File: src/rtl/isa_pkg.sv
// Shared ISA constants for the fetch path: opcode fields, fetch FSM encoding,
// program entry points and the program author's branch target table.
package isa_pkg;

  localparam logic [4:0] OP_JUMP   = 5'b01101;
  localparam logic [4:0] OP_BONE   = 5'b10001;
  localparam logic [4:0] OP_BZERO  = 5'b10011;
  localparam logic [8:0] INST_HALT = 9'h1FF;

  typedef enum logic [1:0] {
    IDLE   = 2'd0,
    RUN    = 2'd1,
    HALTED = 2'd2
  } fetch_state_t;

  localparam int NUM_ENTRY = 3;
  localparam logic [9:0] ENTRY [NUM_ENTRY] = '{10'd0, 10'd65, 10'd166};

  localparam logic [9:0] BR_LUT [16] = '{
    10'd4,   10'd64,  10'd37,  10'd6,
    10'd30,  10'd40,  10'd50,  10'd60,
    10'd70,  10'd80,  10'd90,  10'd100,
    10'd110, 10'd300, 10'd400, 10'd509
  };

  // Out-of-range selectors never reach here; the caller rejects them first.
  function automatic logic [9:0] entry_pc(input logic [1:0] sel);
    case (sel)
      2'd1:    return ENTRY[1];
      2'd2:    return ENTRY[2];
      default: return ENTRY[0];
    endcase
  endfunction

endpackage

File: src/rtl/pc_fetch_unit_branch_lut.sv
// Branch target lookup: 4-bit index from the instruction word to a 10-bit PC.
module branch_lut
  import isa_pkg::*;
(
  input  logic [3:0] idx,
  output logic [9:0] target
);

  assign target = BR_LUT[idx];

endmodule

File: src/rtl/pc_fetch_unit.sv
// Program counter and fetch sequencer: start/halt handshake, next-PC selection
// (sequential, jump, conditional branch) and a saturating retired-instruction counter.
module pc_fetch_unit
  import isa_pkg::*;
#(
  parameter int ROM_DEPTH = 512,
  parameter int NUM_PROGS = 3,
  parameter int CNT_W     = 16
) (
  input  logic             Clk,
  input  logic             Reset_n,
  input  logic             Start,
  input  logic [1:0]       ProgSel,
  input  logic             Stall,
  input  logic             CondFlag,
  input  logic [8:0]       InstIn,
  output logic [9:0]       InstAddress,
  output logic             InstValid,
  output logic             Done,
  output logic             Fault,
  output logic [CNT_W-1:0] RetiredCnt
);

  fetch_state_t     state, state_nx;
  logic [9:0]       pc_nx;
  logic             done_nx, fault_nx;
  logic [CNT_W-1:0] cnt_nx;
  logic [9:0]       lut_tgt;
  logic [4:0]       opcode;
  logic             is_halt, take_lut;

  function automatic logic [CNT_W-1:0] sat_inc(input logic [CNT_W-1:0] v);
    return (&v) ? v : v + 1'b1;
  endfunction

  branch_lut u_lut (
    .idx    (InstIn[3:0]),
    .target (lut_tgt)
  );

  assign opcode   = InstIn[8:4];
  assign is_halt  = (InstIn == INST_HALT);
  assign take_lut = (opcode == OP_JUMP) ||
                    ((opcode == OP_BONE)  &&  CondFlag) ||
                    ((opcode == OP_BZERO) && !CondFlag);

  always_comb begin
    state_nx = state;
    pc_nx    = InstAddress;
    done_nx  = Done;
    fault_nx = Fault;
    cnt_nx   = RetiredCnt;
    case (state)
      RUN: begin
        if (!Stall) begin
          cnt_nx = sat_inc(RetiredCnt);
          if (is_halt) begin
            state_nx = HALTED;
            done_nx  = 1'b1;
          end else if (take_lut) begin
            pc_nx = lut_tgt;
          end else if (InstAddress == 10'(ROM_DEPTH - 1)) begin
            // Falling off the end of the ROM without a HALT.
            state_nx = HALTED;
            fault_nx = 1'b1;
          end else begin
            pc_nx = InstAddress + 10'd1;
          end
        end
      end
      default: begin
        if (Start) begin
          if (int'(ProgSel) < NUM_PROGS) begin
            state_nx = RUN;
            pc_nx    = entry_pc(ProgSel);
            done_nx  = 1'b0;
            fault_nx = 1'b0;
            cnt_nx   = '0;
          end else begin
            state_nx = HALTED;
            done_nx  = 1'b0;
            fault_nx = 1'b1;
          end
        end
      end
    endcase
  end

  always_ff @(posedge Clk) begin
    if (!Reset_n) begin
      state       <= IDLE;
      InstAddress <= '0;
      Done        <= 1'b0;
      Fault       <= 1'b0;
      RetiredCnt  <= '0;
    end else begin
      state       <= state_nx;
      InstAddress <= pc_nx;
      Done        <= done_nx;
      Fault       <= fault_nx;
      RetiredCnt  <= cnt_nx;
    end
  end

  assign InstValid = (state == RUN);

endmodule
File: config.mk
export PLATFORM = sky130hd
export DESIGN_NAME = pc_fetch_unit
export DESIGN_NICKNAME = d
export VERILOG_FILES = /design/src/rtl/isa_pkg.sv /design/src/rtl/pc_fetch_unit_branch_lut.sv /design/src/rtl/pc_fetch_unit.sv
export SDC_FILE = /design/constraint.sdc
export NUM_CORES = 1
export LEC_CHECK = 0
export ABC_AREA = 1
export BUFFER_PORTS_ARGS = -buffer_cell sky130_fd_sc_hd__buf_2
export CORE_ASPECT_RATIO = 0.75
export CORE_MARGIN = 2
export CORE_UTILIZATION = 40
export CTS_BUF_LIST = sky130_fd_sc_hd__clkbuf_8
export CTS_CLUSTER_SIZE = 28
export DETAILED_ROUTE_END_ITERATION = 10
export REMOVE_ABC_BUFFERS = 1
export SLEW_MARGIN = 20
export SYNTH_ARGS = -nofsm -noshare
export SYNTH_HDL_FRONTEND = slang
export SYNTH_SLANG_ARGS = --single-unit
File: constraint.sdc
create_clock -name Clk -period 3.61 [get_ports Clk]
set_input_delay 0.361 -clock Clk [delete_from_list [all_inputs] [get_ports Clk]]
set_output_delay 0.361 -clock Clk [all_outputs]
set_load 0.05 [all_outputs]
== Word level (Yosys, flattened, before mapping) ==
Memory sizes are Yosys's and may differ from the RTL's.
Cells that the tools add are included.

* Word-level logic and storage cells: 74
* Output and inout port bits: 29
* Memories kept: 1
* Input bits: 16
* Memory bits (writable): 0
* Register bits after elaboration: 30
* Bits in read-only memories: 160
* Bits in latches: 0

* Div/mod/pow operators: 0
* Add/subtract/negate cells: 2
* Multiply operators: 0
* Equality and inequality tests: 17
* Multiplexer cells: 33
* Order comparisons: 2
* Bitwise operators: 1
* Reduce and logical (&&, ||, !) cells: 13
* Shifts and indexed selects: 0

{| class="wikitable"
|+ Memory list
! memory !! depth !! width !! read ports !! clocked after memory_dff !! wr ports !! RTL line !! RTL
|-
| (no name shown) || 16 || 10 || 1 || 0 || 0 || pc_fetch_unit_branch_lut.sv:9 || <nowiki>assign target = BR_LUT[idx];</nowiki>
|}

{| class="wikitable"
|+ Operators by type and width
! kind !! count
|-
| $mux 10 || 9
|-
| $mux 16 || 5
|-
| $add 16x1->16 const B || 1
|-
| $pmux 8 s2 || 1
|-
| $reduce_and 16->1 || 1
|-
| $mux 2 || 7
|-
| $mux 1 || 11
|-
| $add 10x1->10 const B || 1
|-
| $eq 10x9->1 const B || 1
|-
| $eq 5x5->1 const B || 2
|-
| $reduce_and 5->1 || 2
|-
| $eq 9x9->1 const B || 1
|-
| $ne 2x2->1 const B || 4
|-
| $reduce_and 4->1 || 2
|-
| $ne 3x3->1 const B || 2
|-
| $eq 5x4->1 const B || 1
|-
| $ge 5x5->1 const B || 1
|-
| $not 4->5 || 1
|-
| $eq 2x1->1 const B || 2
|-
| $ne 2x1->1 const B || 2
|-
| $reduce_bool 2->1 || 2
|-
| $ne 3x1->1 const B || 1
|-
| $reduce_and 3->1 || 1
|-
| $eq 2x2->1 const B || 1
|-
| other kinds (4) || 6
|}

== Logic depth before layout (Yosys ltp) ==
* Depth after elaboration: 8
* Depth in mapped cells: 12

== Hierarchy ==
A second synthesis with hierarchy kept.

* Cell total of the unflattened synthesis: 401
* Area total of the unflattened synthesis: 2,377.3 um2

{| class="wikitable"
|+ By module, submodules not included
! module !! cells each !! area an instance (um2) !! instances !! seq. area each (um2)
|-
| pc_fetch_unit || 352 || 2,093.3 || 1 || 600.6
|-
| branch_lut || 49 || 284.0 || 1 || 0.0
|}

== Worst setup path before layout ==
OpenSTA, ideal clock, no wires.

* Path type: reg2reg
* From: register InstAddress[0]
* To: register InstAddress[7]
* Clock period less this slack: 1.991 ns
* Cell stages (with the launch flop): 12
* Required time: 3.498 ns
* Arrival time: 1.879 ns
* Setup slack: 1.619 ns
* Cells stage by stage: dfxtp_1 ha_1 nand2_2 nor2_4 nand3_1 nor2_1 nand3_2 nand2_2 buf_6 nand2_1 nand2_1 nor2_1

* Longest elaborated chain between the ends: 6
* Elaborated cells on any way between the ends: 9
* Classes of those cells: add/sub (1); eq/ne (2); mux (5); reduce/logical (1)

{| class="wikitable"
|+ Ends and longest elaborated chain
! what !! RTL line !! RTL
|-
| start, declared || pc_fetch_unit.sv:17 || <nowiki>output logic [9:0] InstAddress,</nowiki>
|-
| start signal, assigned || pc_fetch_unit.sv:98 || <nowiki>InstAddress <= pc_nx;</nowiki>
|-
| $add 10x1->10 || pc_fetch_unit.sv:67 || <nowiki>pc_nx = InstAddress + 10'd1;</nowiki>
|-
| $mux 10 || pc_fetch_unit.sv:62 || <nowiki>end else if (InstAddress == 10'(ROM_DEPTH - 1)) begin</nowiki>
|-
| $mux 10 || pc_fetch_unit.sv:60 || <nowiki>end else if (take_lut) begin</nowiki>
|-
| $mux 10 || pc_fetch_unit.sv:57 || <nowiki>if (is_halt) begin</nowiki>
|-
| $mux 10 || pc_fetch_unit.sv:55 || <nowiki>if (!Stall) begin</nowiki>
|-
| $mux 10 || pc_fetch_unit.sv:53 || <nowiki>case (state)</nowiki>
|}

Several ways; a longest one is shown, not always the timed one. The select of a mux whose other input is x is not followed.
A chain may end at the register's enable or synchronous reset.

== Final worst setup path ==
* From: register RetiredCnt[0]
* To: register RetiredCnt[0]

* Longest elaborated chain between the ends: 4
* Elaborated cells on any way between the ends: 7
* Classes of those cells: add/sub (1); eq/ne (1); mux (3); reduce/logical (2)

{| class="wikitable"
|+ Ends and longest elaborated chain
! what !! RTL line !! RTL
|-
| start, declared || pc_fetch_unit.sv:21 || <nowiki>output logic [CNT_W-1:0] RetiredCnt</nowiki>
|-
| start signal, assigned || pc_fetch_unit.sv:101 || <nowiki>RetiredCnt <= cnt_nx;</nowiki>
|-
| $add 16x1->16 || pc_fetch_unit.sv:33 || <nowiki>return (&v) ? v : v + 1'b1;</nowiki>
|-
| $mux 16 || pc_fetch_unit.sv:33 ||
|-
| $mux 16 || pc_fetch_unit.sv:55 ||
|-
| $mux 16 || pc_fetch_unit.sv:53 ||
|}

Several ways; a longest one is shown, not always the timed one. The select of a mux whose other input is x is not followed.

==> flow_metrics.env <==
export IMPL_busiest_layer="met1"
export IMPL_start_kind="register"
export IMPL_clock_sinks=30
export IMPL_synth_top_cells_by_area="dfxtp_1 25%, nand2_1 20%, nor2_1 12%"
export IMPL_max_slew_margin_rel_pct=57.4
export IMPL_synth_top_area_share_pct=25.3
export IMPL_track_usage_pct=20.6
export IMPL_end_kind="register"
export IMPL_synth_compound_area_share_pct=9.91
export IMPL_fin_nets=477
export IMPL_drive_above_1_share_pct=18.1
export IMPL_clk_pin_slew_ns=0.07
export IMPL_p_leak_nw=1.30
export IMPL_internal_power_mw=0.568
export IMPL_ys_warnings_count=0
export IMPL_finalMaxSlewViolations=0
export IMPL_use_met2_pct=28.6
export IMPL_synth_seq_cells=30
export IMPL_dpl_cell_count=524
export IMPL_worstPathCellList="ha_1, nand3_1, nor2_1, nand3_1, nand3_2, inv_2, o21ai_0, nor2_1"
export IMPL_cts_buffers=5
export IMPL_syn_inst=410
export IMPL_met1_usage_pct=32.1
export IMPL_seqCellArea_sq_um=601
export IMPL_drt_iter0_markers=197
export IMPL_worst_path_max_fanout=18
export IMPL_wl_mm=6.28
export IMPL_path_class="reg2reg"
export IMPL_coreArea_sq_um=5770
export IMPL_reg2reg_to="RetiredCnt[0]$_SDFFE_PN0P_"
export IMPL_final_cell_count_no_fill=532
export IMPL_htreeDepth=2
export IMPL_muxShareOfSynthArea_pct=0
export IMPL_num_rows=24
export IMPL_yosysSeqAreaShare_pct=25.3
export IMPL_num_vias=2610
export IMPL_ant_nets=0
export IMPL_p_seq_share_pct=40.4
export IMPL_holdWs_ns=0.271
export IMPL_syn_area_sq_um=2370
export IMPL_timing_final_crit_period_ns=2.06
export IMPL_clockRootBuffer="clkbuf_8"
export IMPL_drc_errors=0
export IMPL_cpLargestDelayFamily="simple AND/OR/NAND/NOR gates"
export IMPL_grt_pass1_vias=2301
export IMPL_slowest_stage="dfxtp_1"
export IMPL_netSwitchingFraction_pct=37.9
export IMPL_synthXorXnorAreaFrac_pct=2.21
export IMPL_cts_buffer_depth=2
export IMPL_status="finished clean"
export IMPL_drv_cap=0
export IMPL_clkPwrFrac_pct=32.5
export IMPL_pin_count=45
export IMPL_num_fill_cells=621
export IMPL_dpl_hpwl_mm=4.78
export IMPL_fin_area_sq_um=2730
export IMPL_holdPathStages=2
export IMPL_crit_end="RetiredCnt[0]$_SDFFE_PN0P_"
export IMPL_crit_buf_inv=1
export IMPL_synth_adder_area_share_pct=4.22
export IMPL_cts_hold_buf=0
export IMPL_fin_total_pwr_mw=0.914
export IMPL_placed_area_sq_um=2630
export IMPL_cp_data_arrival_time_ns=2.24
export IMPL_die_h_um=70.7
export IMPL_hold_viol=0
export IMPL_vdd_ir_drop_max_v=0.000190
export IMPL_gr_usage_met3_pct=3.94
export IMPL_crit_cells=8
export IMPL_synth_top_area_cell="dfxtp_1"
export IMPL_tightest_slew_ns=0.639
export IMPL_crit_start="RetiredCnt[0]$_SDFFE_PN0P_"
export IMPL_vias_per_cell=4.91
export IMPL_grt_pass1_wl_mm=10.8
export IMPL_finalCritPeriodShare_pct=57.0
export IMPL_layout_cells_most_common="nand2_1"
export IMPL_portBuffers=44
export IMPL_multi_input_area_sq_um=1520
export IMPL_cts_tree="yes"
export IMPL_die_width_um=93.0
export IMPL_synth_top_family_by_area="simple AND/OR/NAND/NOR gates"
export IMPL_cts_resized=0
export IMPL_clkLatencyLatePin_ns=0.29
export IMPL_required_ns=3.80
export IMPL_max_freq_mhz=486
export IMPL_cp_slowest_stage_delay_ns=0.43
export IMPL_antennaDiodeCount=0
export IMPL_die_area_sq_um=6570
export IMPL_area_delta_synth_final_pct=15.0
export IMPL_syn_area_per_cell_sq_um=5.79
export IMPL_power_density_nw_per_um2=335
export IMPL_fin_skew_ns=0.0105
export IMPL_antenna_found_initial=0
export IMPL_most_common_layout_cells="127 x nand2_1, 75 x nor2_1, 44 x buf_2"
export IMPL_yosys_area_share_simple_pct=47.7
export IMPL_p_comb_share_pct=27.2
export IMPL_finalWeightedCongestion=0.855
export IMPL_start_util_pct=41.2
export IMPL_post_cts_buffers=0
export IMPL_rsz0062_at_grt="no"
export IMPL_switchingPower_mw=0.347
export IMPL_synth_distinct_cells=30
export IMPL_setup_viol=0
export IMPL_drt_pre_antenna_iters=5
export IMPL_setup_tns_ns=0
export IMPL_avgRoutedWirePerCell_um=11.8
export IMPL_grt_max_degree=23
export IMPL_timing_rr_start="RetiredCnt[0]$_SDFFE_PN0P_"
export IMPL_reg2reg_depth=8
export IMPL_r2r_slack_ns=1.55
export IMPL_hold_class="in2reg"
export IMPL_globalRouteOverflowTotal=0
==> worst min-delay path by stage <==
stage	from	to	slack [ns]
2_1_floorplan	Start	Done$_SDFFE_PN0P_	0.45
3_3_place_gp	Fault$_SDFFE_PN0P_	Fault$_SDFFE_PN0P_	0.43
3_5_place_dp	Fault$_SDFFE_PN0P_	Fault$_SDFFE_PN0P_	0.44
4_1_cts	Start	Done$_SDFFE_PN0P_	0.26
5_1_grt	Start	Done$_SDFFE_PN0P_	0.27
6_report	Start	Done$_SDFFE_PN0P_	0.27
==> synth_stat cells, drive strengths merged <==
cell      n
a21boi    1
a21oi    19
and3      1
buf       6
clkbuf    2
clkinv    1
dfxtp    30
ha        8
inv      51
nand2   133
nand3    31
nand4    13
nor2     79
nor3      6
o21ai    16
o21bai    3
o31ai     1
or2       3
xnor2     2
xor2      4
==> registers in the layout (all words and copies together), names as in the netlist <==
| signal | flops |
|---|---|
| Done | 1 |
| Fault | 1 |
| InstAddress | 10 |
| RetiredCnt | 16 |
| state | 2 |
==> metrics by stage <==
step	setup slack, ns	utilization (%)
CTS	1.54	47.3
global route	1.28	47.3
global placement	1.64	45.7
detailed placement	1.56	45.7
finish	1.55	47.3
floorplan	1.53	-
==> metal layers <==
layer | wire, um | vias up
li1 | - | 1372
met1 | 3360 | 1149
met2 | 2460 | 81
met3 | 389 | 8
met4 | 69 | 0
met5 | 0 | -
==> cells by family (layout without fill, tap and decap cells) <==
kind of cell,after synthesis,count (layout)
AO/OA/AOI/OAI,40,40
XOR/XNOR,6,6
adder cells (fa/ha/maj),8,8
buffers and inverters,60,104
flip-flops,30,30
AND/OR/NAND/NOR,266,266
==> power groups by stage <==
stage / registers (mW) / clock network [mW] / logic, mW
global placement: 0.375 / 0 / 0.248
finish: 0.369 / 0.297 / 0.248
CTS: 0.369 / 0.303 / 0.249
global route: 0.373 / 0.317 / 0.279
detailed placement: 0.376 / 0 / 0.248
floorplan: 0.426 / 0 / 0.132
==> cell type report <==
| type | instances | area share (%) |
|---|---|---|
| Multi-Input combinational cell | 320 | 55.7 |
| Inverter | 52 | 7.15 |
| Timing Repair Buffer | 44 | 8.07 |
| Sequential cell | 30 | 22.0 |
| Tap cell | 78 | 3.58 |
| Clock buffer | 6 | 3.03 |
| Clock inverter | 2 | 0.459 |
No activity file was read; power rests on OpenSTA's default activity.
